<file path="src/rtl/fetch_controller.sv">
`default_nettype none
// ============================================================================
// Module   : fetch_controller
// Brief    : Instruction-fetch sequencer for a 1-cycle synchronous-read memory,
//            with a 2-entry valid/ready output buffer toward decode.
// Revision : 1.0
// ============================================================================
module fetch_controller #(
    parameter int unsigned ADDR_LIMIT   = 128,
    parameter int unsigned START_PC     = 0,
    parameter bit          HALT_ON_ZERO = 1'b1
) (
    input  logic        clk,
    input  logic        rst,
    input  logic        start,
    output logic [31:0] mem_pc,
    input  logic [31:0] mem_inst,
    input  logic        redirect,
    input  logic [31:0] redirect_pc,
    output logic        out_valid,
    input  logic        out_ready,
    output logic [31:0] out_inst,
    output logic [31:0] out_pc,
    output logic        busy,
    output logic        halted,
    output logic        err_range
);

    localparam logic [1:0]  c_ST_IDLE  = 2'd0;
    localparam logic [1:0]  c_ST_FETCH = 2'd1;
    localparam logic [1:0]  c_ST_DRAIN = 2'd2;
    localparam logic [1:0]  c_ST_HALT  = 2'd3;
    localparam logic [31:0] c_LIMIT    = 32'(ADDR_LIMIT);
    localparam logic [31:0] c_START    = 32'(START_PC);

    logic [1:0]  r_state;
    logic [1:0]  w_state_nxt;
    logic [31:0] r_mem_pc;
    logic        r_rd_pend;
    logic [31:0] r_pend_pc;
    logic [31:0] r_buf_inst [2];
    logic [31:0] r_buf_pc   [2];
    logic        r_wr_ptr;
    logic        r_rd_ptr;
    logic [1:0]  r_cnt;
    logic        r_err;

    logic        w_fetch;
    logic        w_pop;
    logic [2:0]  w_occ;
    logic        w_space;
    logic        w_in_range;
    logic        w_issue;
    logic        w_fault;
    logic        w_zero;
    logic        w_push;
    logic        w_redir;
    logic        w_start;

    always_comb begin
        w_fetch    = (r_state == c_ST_FETCH);
        w_pop      = (r_cnt != 2'd0) && out_ready;
        // Occupancy the buffer will have once the in-flight read lands.
        w_occ      = {1'b0, r_cnt} + {2'b00, r_rd_pend} - {2'b00, w_pop};
        w_space    = (w_occ <= 3'd1);
        w_in_range = (r_mem_pc < c_LIMIT);
        w_issue    = w_fetch && w_space && w_in_range;
        w_fault    = w_fetch && !w_in_range;
        w_zero     = HALT_ON_ZERO && w_fetch && r_rd_pend && (mem_inst == 32'd0);
        w_push     = w_fetch && r_rd_pend && !w_zero;
        w_redir    = redirect && ((r_state == c_ST_FETCH) || (r_state == c_ST_DRAIN));
        w_start    = start && ((r_state == c_ST_IDLE) || (r_state == c_ST_HALT));

        w_state_nxt = r_state;
        case (r_state)
            c_ST_FETCH: if (w_fault || w_zero) w_state_nxt = c_ST_DRAIN;
            c_ST_DRAIN: if (r_cnt == 2'd0) w_state_nxt = c_ST_HALT;
            default:    w_state_nxt = r_state;
        endcase
        if (w_redir || w_start) w_state_nxt = c_ST_FETCH;
    end

    always_ff @(posedge clk) begin
        if (rst) begin
            r_state   <= c_ST_IDLE;
            r_mem_pc  <= c_START;
            r_rd_pend <= 1'b0;
            r_pend_pc <= '0;
            r_wr_ptr  <= 1'b0;
            r_rd_ptr  <= 1'b0;
            r_cnt     <= 2'd0;
            r_err     <= 1'b0;
            for (int i = 0; i < 2; i++) begin
                r_buf_inst[i] <= '0;
                r_buf_pc[i]   <= '0;
            end
        end else begin
            r_state <= w_state_nxt;
            if (w_start || w_redir) begin
                r_mem_pc  <= w_start ? c_START : redirect_pc;
                r_rd_pend <= 1'b0;
                r_wr_ptr  <= 1'b0;
                r_rd_ptr  <= 1'b0;
                r_cnt     <= 2'd0;
                if (w_start) r_err <= 1'b0;
            end else begin
                r_rd_pend <= w_issue;
                if (w_issue) begin
                    r_mem_pc  <= r_mem_pc + 32'd1;
                    r_pend_pc <= r_mem_pc;
                end
                if (w_fault) r_err <= 1'b1;
                if (w_push) begin
                    r_buf_inst[r_wr_ptr] <= mem_inst;
                    r_buf_pc[r_wr_ptr]   <= r_pend_pc;
                    r_wr_ptr             <= ~r_wr_ptr;
                end
                if (w_pop) r_rd_ptr <= ~r_rd_ptr;
                r_cnt <= r_cnt + {1'b0, w_push} - {1'b0, w_pop};
            end
        end
    end

    assign mem_pc    = r_mem_pc;
    assign out_valid = (r_cnt != 2'd0);
    assign out_inst  = r_buf_inst[r_rd_ptr];
    assign out_pc    = r_buf_pc[r_rd_ptr];
    assign busy      = (r_state == c_ST_FETCH) || (r_state == c_ST_DRAIN);
    assign halted    = (r_state == c_ST_HALT);
    assign err_range = r_err;

endmodule
`default_nettype wire

</file>
<file path="config.mk">
export PLATFORM = sky130hd
export DESIGN_NAME = fetch_controller
export DESIGN_NICKNAME = d
export VERILOG_FILES = /design/src/rtl/fetch_controller.sv
export SDC_FILE = /design/constraint.sdc
export NUM_CORES = 1
export LEC_CHECK = 0
export CORE_MARGIN = 1
export CORE_UTILIZATION = 52
export CTS_CLUSTER_SIZE = 10
export DETAILED_ROUTE_END_ITERATION = 8
export PLACE_DENSITY = 0.78
export SETUP_SLACK_MARGIN = 0.5
export SYNTH_ARGS = -nofsm -noshare
export SYNTH_HDL_FRONTEND = slang
export SYNTH_SLANG_ARGS = --single-unit
</file>
<file path="constraint.sdc">
create_clock -name clk -period 4.13 [get_ports clk]
set_input_delay 0.826 -clock clk [delete_from_list [all_inputs] [get_ports clk]]
set_output_delay 0.826 -clock clk [all_outputs]
set_load 0.01 [all_outputs]
</file>
### Word-level counts from Yosys, hierarchy flattened

Memories as Yosys holds them, arrays and structs flattened. A register that Yosys moved wholly into a read port is not among the register bits.
Index checks and enable logic that the tools add are counted.
Widths: inputs -> output; s select.

| operators by class | value |
|---|---|
| equality and inequality tests | 8 |
| add/sub/neg operators | 5 |
| reduce and logical (&&, ||, !) cells | 30 |
| bitwise operators | 3 |
| shifts and indexed selects | 0 |
| mux-type cells | 26 |
| order comparisons | 2 |
| div/mod/pow operators | 0 |
| multipliers | 0 |

Operators by type and width:

| kind | count |
|---|---|
| $mux 32 | 5 |
| $reduce_or 32->1 | 2 |
| $add 32x1->32 const B | 1 |
| $logic_not 32->1 | 1 |
| $lt 32x8->1 const B | 1 |
| $mux 1 | 18 |
| $logic_and 1x1->1 | 9 |
| $reduce_bool 2->1 | 4 |
| $ne 3x1->1 const B | 2 |
| $reduce_and 3->1 | 2 |
| $eq 2x2->1 const B | 2 |
| $logic_not 2->1 | 2 |
| $logic_or 1x1->1 | 4 |
| $mux 2 | 2 |
| $ne 2x1->1 const B | 2 |
| $pmux 2 s2 | 1 |
| $reduce_and 2->1 | 2 |
| $add 2x1->3 | 1 |
| $le 3x1->1 const B | 1 |
| $not 1->1 | 3 |
| $reduce_bool 3->1 | 1 |
| $sub 3x1->3 | 1 |
| $add 2x1->2 | 1 |
| $eq 2x1->1 const B | 1 |
| other kinds (4) | 5 |

| storage, ports and cells | value |
|---|---|
| latch bits | 0 |
| ROM bits | 0 |
| input port bits | 69 |
| word-level logic and storage cells | 85 |
| output and inout bits | 100 |
| register bits | 72 |
| bits in writable memories | 128 |
| memories | 2 |

Memories:

| memory | words | bits a word | rd ports | clocked after Yosys merged registers in | write ports | line | source |
|---|---|---|---|---|---|---|---|
| r_buf_inst | 2 | 32 | 1 | 1 | 2 | 41 | `logic [31:0] r_buf_inst [2];` |
| r_buf_pc | 2 | 32 | 1 | 1 | 2 | 42 | `logic [31:0] r_buf_pc [2];` |

### Depth between registers and ports, before layout

Gate-level depths: netlist (run 1).

| depth | value |
|---|---|
| word-level depth | 11 |
| depth in mapped cells | 13 |

### Least setup slack after synthesis (run 1)

No wires, ideal clock.

| timing path | value |
|---|---|
| path kind | input to register |
| start | input redirect |
| end | memory r_buf_inst[0][0], enable pin |
| stages on the path | 6 |
| slack | 0.593 ns |
| data required time | 3.704 ns |
| arrival | 3.111 ns |
| path buffers | 1 |
| cell sequence | nor2b_1 > a21oi_2 > nand2_2 > nor3_1 > buf_2 > or2_1 |

RTL lines:

| item | line | source |
|---|---|---|
| start: declaration | 18 | `input logic redirect,` |
| end: declaration | 41 |  |

==> flow_summary.json, run 1 <==
{
  "insertedDiodeCount": 0,
  "hold_class": "register to register",
  "p_per_area_nw_per_um2": 495.4,
  "p_leak_nw": 4.053,
  "clock-root-buffer": "clkbuf_16",
  "syn-mean-instance-area_um2": 12.97,
  "dpl_worst_slack_ps": 460.8,
  "fin_skew_ps": 8.653,
  "synth_nets": 732,
  "start_util_pct": 53.39,
  "maxCapViolations": 0,
  "die_w_um": 129.7,
  "cts_hold_buffers": 0,
  "fin_hold_ws_ps": 467.7,
  "clockBufferDepth": 3,
  "clock.fmax_mhz": 307.1,
  "gp_congestion": 0.8942,
  "hold_depth": 1,
  "viasPerCell": 5.387,
  "layout-drive-gt1-share_pct": 15.12,
  "setup_viol": 0,
  "slowest_delay_ps": 680,
  "port_buffers": 168,
  "drt-total-wl_mm": 18.44,
  "nets": 900,
  "post-route-period-util_pct": 78.85,
  "cp-end-kind": "primary output",
  "track_usage_pct": 22.18,
  "tns_ps": 0,
  "fin_ws_ps": 873.7,
  "critPathRequiredTime_ps": 3300,
  "area_growth_pct": 30.70,
  "startpoint_type": "register",
  "fp.dieArea_um2": 16830,
  "dr.pass1.iters": 5,
  "cts_sinks": 201,
  "ioPinCount": 169,
  "synth-seq-area-share_pct": 62.55,
  "critPathBufInv": 2,
  "post_cts_resized": 0,
  "crit_chain": "buf_12 -> mux2_2 -> clkdlybuf4s50_1",
  "yosysWarnings": 0,
  "slowest_stage": "dfxtp_2",
  "wl_per_cell_um": 17.46,
  "gr-total-overflow": 0,
  "postRouteAntennaNets": 0,
  "outcome": "finished clean",
  "max-vdd-ir-drop_mv": 0.3667,
  "grt_max_degree": 65,
  "syn_area_um2": 8482,
  "finalHoldViolCount": 0,
  "drv_slew": 0,
  "yosysUniqueCellTypes": 53,
  "slew_headroom_pct": 59.82,
  "crit_family": "buffers and inverters",
  "cp_data_arrival_time_ps": 2430,
  "vias": 5689,
  "crit_fanout": 44,
  "tightest_slew_ps": 601.2,
  "ys_ff_latch": 201,
  "dp_hpwl_mm": 11.53,
  "synthArstFlopShare_pct": 0,
  "cts_tree": "yes",
  "core_um2": 15890,
  "h-tree-depth": 1,
  "clkTransAtPathRegs_ps": 60,
  "ys.flop_type": "edfxtp_1",
  "cts_buffers": 24,
  "synth-edff-count": 128,
  "clkLatencyLatePin_ps": 500,
  "rows": 46,
  "grt_pass1_wl_mm": 29.03,
  "criticalPathCategory": "register to primary output",
  "cts_setup_buffers": 0,
  "cp.depth": 3,
  "antenna_found_initial": 0,
  "drt_iter0_markers": 303,
  "syn_inst": 654,
  "grt_pass1_vias": 5828,
  "finalPower_mw": 5.491,
  "rr_worst_depth": 12,
  "post-route-min-period_ps": 3256,
  "die_y_um": 129.7,
  "drc": 0,
  "rsz0062_at_grt": "no"
}
layout make-up:
type                    instances  area [um^2]
repair buffers                181         1792
clock inverters                 1        7.507
inverters                      14        52.55
clock buffers                  43        703.2
flip-flops and latches        201         5306
well taps                     216        270.3
fillers                      1141         4800
multi-input cells             400         2954
state kept, by name, summed over array words and instances (netlist names), named ones only:
signal / cells
r_buf_inst: 64
r_buf_pc: 64
mem_pc: 32
r_pend_pc: 32
r_cnt: 2
r_state: 2
err_range: 1
r_rd_pend: 1
r_rd_ptr: 1
r_wr_ptr: 1
path summary, 6_finish.rpt:
kind | slack (ps) | end | start
setup / recovery | 870 | out_inst[11] | register
hold / removal | 470 | r_pend_pc[18] | r_pend_pc[18]
setup reg to reg | 960 | mem_pc[16] | r_cnt[1]
hold reg to reg | 470 | r_pend_pc[18] | r_pend_pc[18]
through the flow:
| step | instance area [um^2] | cells | util [%] |
|---|---|---|---|
| 6_report | 11090 | 1056 | 69.79 |
| 5_1_grt | 11090 | 1056 | 69.79 |
| 4_1_cts | 11090 | 1056 | 69.79 |
| 3_5_place_dp | 10380 | 1012 | 65.31 |
| 3_3_place_gp | 10380 | 1012 | 65.31 |
| 2_1_floorplan | 8482 | 654 | - |
cells in the final DEF (no fill, tap or decap), types with 11 or more instances in the layout:
cell type / n
a21oi_1: 12
a32oi_1: 20
and2_1: 154
buf_4: 12
clkbuf_1: 17
clkbuf_16: 25
clkdlybuf4s50_1: 168
dfxtp_1: 72
edfxtp_1: 128
inv_1: 14
mux2_2: 64
nand3_1: 12
nor2_1: 30
o21ai_1: 11
power by group:
group	total [mW]	switching (mW)	internal (mW)	leakage, nW
combinational	1.22	0.691	0.526	1.81
clock	1.88	0.743	1.14	0.335
sequential	2.39	0.121	2.27	1.91
total	5.49	1.56	3.94	4.05
synthesized netlist by cell type, types with 3 or more instances:
| master | count | share of area (%) |
|---|---|---|
| a21oi_1 | 12 | 0.71 |
| a22oi_1 | 7 | 0.62 |
| a32oi_1 | 20 | 2.1 |
| and2_1 | 154 | 11 |
| buf_2 | 14 | 0.83 |
| buf_6 | 3 | 0.40 |
| clkbuf_1 | 19 | 0.84 |
| dfxtp_1 | 73 | 17 |
| edfxtp_1 | 128 | 45 |
| ha_1 | 8 | 1.2 |
| inv_1 | 14 | 0.62 |
| mux2_2 | 64 | 8.5 |
| nand2_1 | 10 | 0.44 |
| nand3_1 | 12 | 0.71 |
| nand4_1 | 4 | 0.29 |
| nor2_1 | 30 | 1.3 |
| nor3_1 | 8 | 0.47 |
| nor4_1 | 9 | 0.66 |
| nor4_2 | 6 | 0.89 |
| o21ai_1 | 11 | 0.65 |
| xnor2_1 | 8 | 0.83 |
layer usage:
| metal | wire length (um) | track usage, % | vias up |
|---|---|---|---|
| met2 | 9070 | 38.75 | 204 |
| met4 | 416 | 6.908 | 0 |
| met1 | 7831 | 28.16 | 2763 |
| met5 | 0 | 0 | - |
| met3 | 1117 | 3.854 | 35 |
| li1 | - | - | 2687 |
cells by family after synthesis:
logic type,share of synthesized area [%]
AO/OA/AOI/OAI,5.738
buffers and inverters,2.862
adder cells (fa/ha/maj),1.416
multiplexers,8.497
XOR/XNOR,1.033
AND/OR/NAND/NOR,17.91
flip-flops,62.55
No activity file was read; power rests on OpenSTA's default activity.
==> run 2: changes to the inputs <==
- CORE_UTILIZATION: 52 -> 47
- PLACE_DENSITY: 0.78 -> 0.75
- clock period: 4.13 -> 2.8 ns (I/O delays scaled with it)
==> run 2 against run 1 <==
Compared with the run above:
- cell count rose by 8.1%
- critical path depth up 10
- first-iteration DRC count increased by 5.6%
- design area is 14% higher
- flip-flop and latch count stayed put
- clock power rose by 50%
- hold slack got worse by 48 ps
- combinational power up 90%
- sequential power increased by 48%
- clock-buffer cell count shrank 2
- die area increased by 10%
- largest cell class unchanged
- highest routed layer is now met5
==> flow_summary.json, run 2 (same netlist as run 1, synthesis figures left out) <==
{
  "outcome": "finished clean",
  "die_y_um": 136.3,
  "antenna_found_initial": 2,
  "criticalPathCategory": "register to register",
  "slew_headroom_pct": 55.10,
  "cp_data_arrival_time_ps": 3120,
  "finalNonFillerCells": 1142,
  "post-route-period-util_pct": 97.95,
  "crit_fanout": 8,
  "r2r_end": "mem_pc[18]",
  "clock.fmax_mhz": 364.6,
  "max-vdd-ir-drop_mv": 0.5686,
  "hold_class": "input port to register",
  "dr.pass1.iters": 4,
  "dp_hpwl_mm": 12.18,
  "area_growth_pct": 49.00,
  "drc": 0,
  "fin_skew_ps": 15.32,
  "fin_util_pct": 72.32,
  "grt_pass1_vias": 6135,
  "track_usage_pct": 23.06,
  "endpoint": "mem_pc[18]",
  "clock-root-buffer": "clkbuf_16",
  "cts_buffers": 24,
  "seq_power_share_pct": 40.7,
  "h-tree-depth": 1,
  "gp_congestion": 0.9012,
  "maxCapViolations": 0,
  "combPwrFrac_pct": 26.8,
  "clkLatencyLatePin_ps": 510,
  "cts_tree": "yes",
  "pwr-share-clk_pct": 32.5,
  "postRouteAntennaNets": 0,
  "finalHoldViolCount": 0,
  "r2r-start": "r_cnt[1]",
  "p_sw_share_pct": 29.76,
  "grt_max_degree": 50,
  "layout_commonest_cell": "and2_1",
  "internal_power_mw": 6.102,
  "core_um2": 17480,
  "nets": 978,
  "die_w_um": 136.3,
  "drv_slew": 0,
  "placed_cells": 1045,
  "gr-total-overflow": 0,
  "critPathRequiredTime_ps": 3180,
  "viasPerCell": 5.369,
  "cp-end-kind": "register",
  "grt_pass1_wl_mm": 32.80,
  "drt-total-wl_mm": 22.00,
  "startpoint_type": "register",
  "rsz0062_at_grt": "yes",
  "clockBufferDepth": 3,
  "fin_ws_ps": 57.53,
  "final_cell_mix": "and2_1, edfxtp_1, buf_6",
  "p_per_area_nw_per_um2": 687.4,
  "post-route-min-period_ps": 2742,
  "tightest_slew_ps": 671.9,
  "clkTransAtPathRegs_ps": 50,
  "dpl_worst_slack_ps": -331.4,
  "reg2reg_slack_ps": 60,
  "layout-drive-gt1-share_pct": 36.79,
  "rows": 48,
  "drt_iter0_markers": 320,
  "wl_per_cell_um": 19.26,
  "vias": 6131,
  "rr_worst_depth": 13,
  "critPathLaunch": "r_cnt[1]",
  "ioPinCount": 169,
  "cts_sinks": 201,
  "port_buffers": 168,
  "reg_top3": "r_buf_inst x64, r_buf_pc x64",
  "setup_viol": 0,
  "p_leak_nw": 5.042,
  "start_util_pct": 48.53,
  "finalPower_mw": 8.687,
  "fp.dieArea_um2": 18590,
  "power.switching_mw": 2.585,
  "cts_hold_buffers": 0
}
==> run 2: changes by cell type in the layout (fill, tap and decap cells not counted), moves of 14 or more <==
cell and delta:
buf_6 +72, clkdlybuf4s50_1 -98, clkbuf_2 +14, mux2_4 +51, mux2_2 -51, and2_4 +25
and2_1 -25, buf_4 +24, dlygate4sd2_1 +14
==> run 2: worst min-delay path by stage <==
stage                        from                end  slack [ps]  cells after the start
detailed placement  r_pend_pc[17]      r_pend_pc[17]         460                      1
CTS                 r_pend_pc[21]      r_pend_pc[21]         480                      1
global route         mem_inst[29]  r_buf_inst[1][29]         420                      2
global placement    r_pend_pc[28]      r_pend_pc[28]         450                      1
finish               mem_inst[26]  r_buf_inst[0][26]         420                      2
floorplan           r_pend_pc[10]      r_pend_pc[10]         440                      1
==> run 2: worst max-delay path, stage by stage (launching register included) <==
cell	delay, ps
dfxtp_4	340
or2_4	240
and2_4	160
ha_4	210
inv_2	60
ha_4	110
inv_2	30
fa_2	340
xnor2_2	180
nand2_2	100
buf_6	140
or3_4	420
a32oi_1	220
nor2_1	60
==> run 2: routing by layer <==
metal  GRT usage, %  vias to the layer above  routed length [um]
met1          30.23                     2959                8918
met4          5.309                        2                 349
met5              0                        -                  13
met3          4.623                       34                1729
met2          39.17                      281               10990
li1               -                     2855                   -
==> run 2: power groups by stage <==
stage | Sequential (mW) | Clock (mW) | Combinational (mW)
final | 3.54 | 2.82 | 2.32
after global routing | 3.56 | 3.00 | 2.46
after CTS | 3.53 | 2.86 | 2.11
after detailed placement | 3.58 | 0 | 1.90
after global placement | 3.57 | 0 | 1.84
after floorplan | 3.59 | 0 | 1.13
==> run 2: timing repair <==
item                                    4_1_cts  5_1_grt
pin swaps                                    38       42
endpoints found under the hold margin         0        0
endpoints found under the setup margin      386      222
gates cloned                                 13        3
resized for setup                           234      274
buffers inserted                             26       12
==> run 2: cell type report <==
type                       instances  area (um^2)
timing repair buffer             256         2758
clock inverter                     1        16.27
antenna                            1        2.502
inverter                          14        52.55
fill                            1122         4838
sequential                       201         5315
clock buffer                      41        705.7
tap                              225        281.5
multi-input combinational        403         3507
==> run 2: metrics by stage <==
stage	TNS [ps]	hold slack [ps]	instance area, um^2
after global routing	-170.2	415.8	12640
after CTS	0	475.3	12080
after detailed placement	-75760	459.6	10730
after global placement	-63400	450.6	10730
final	0	420.0	12640
after floorplan	0	440.3	8583
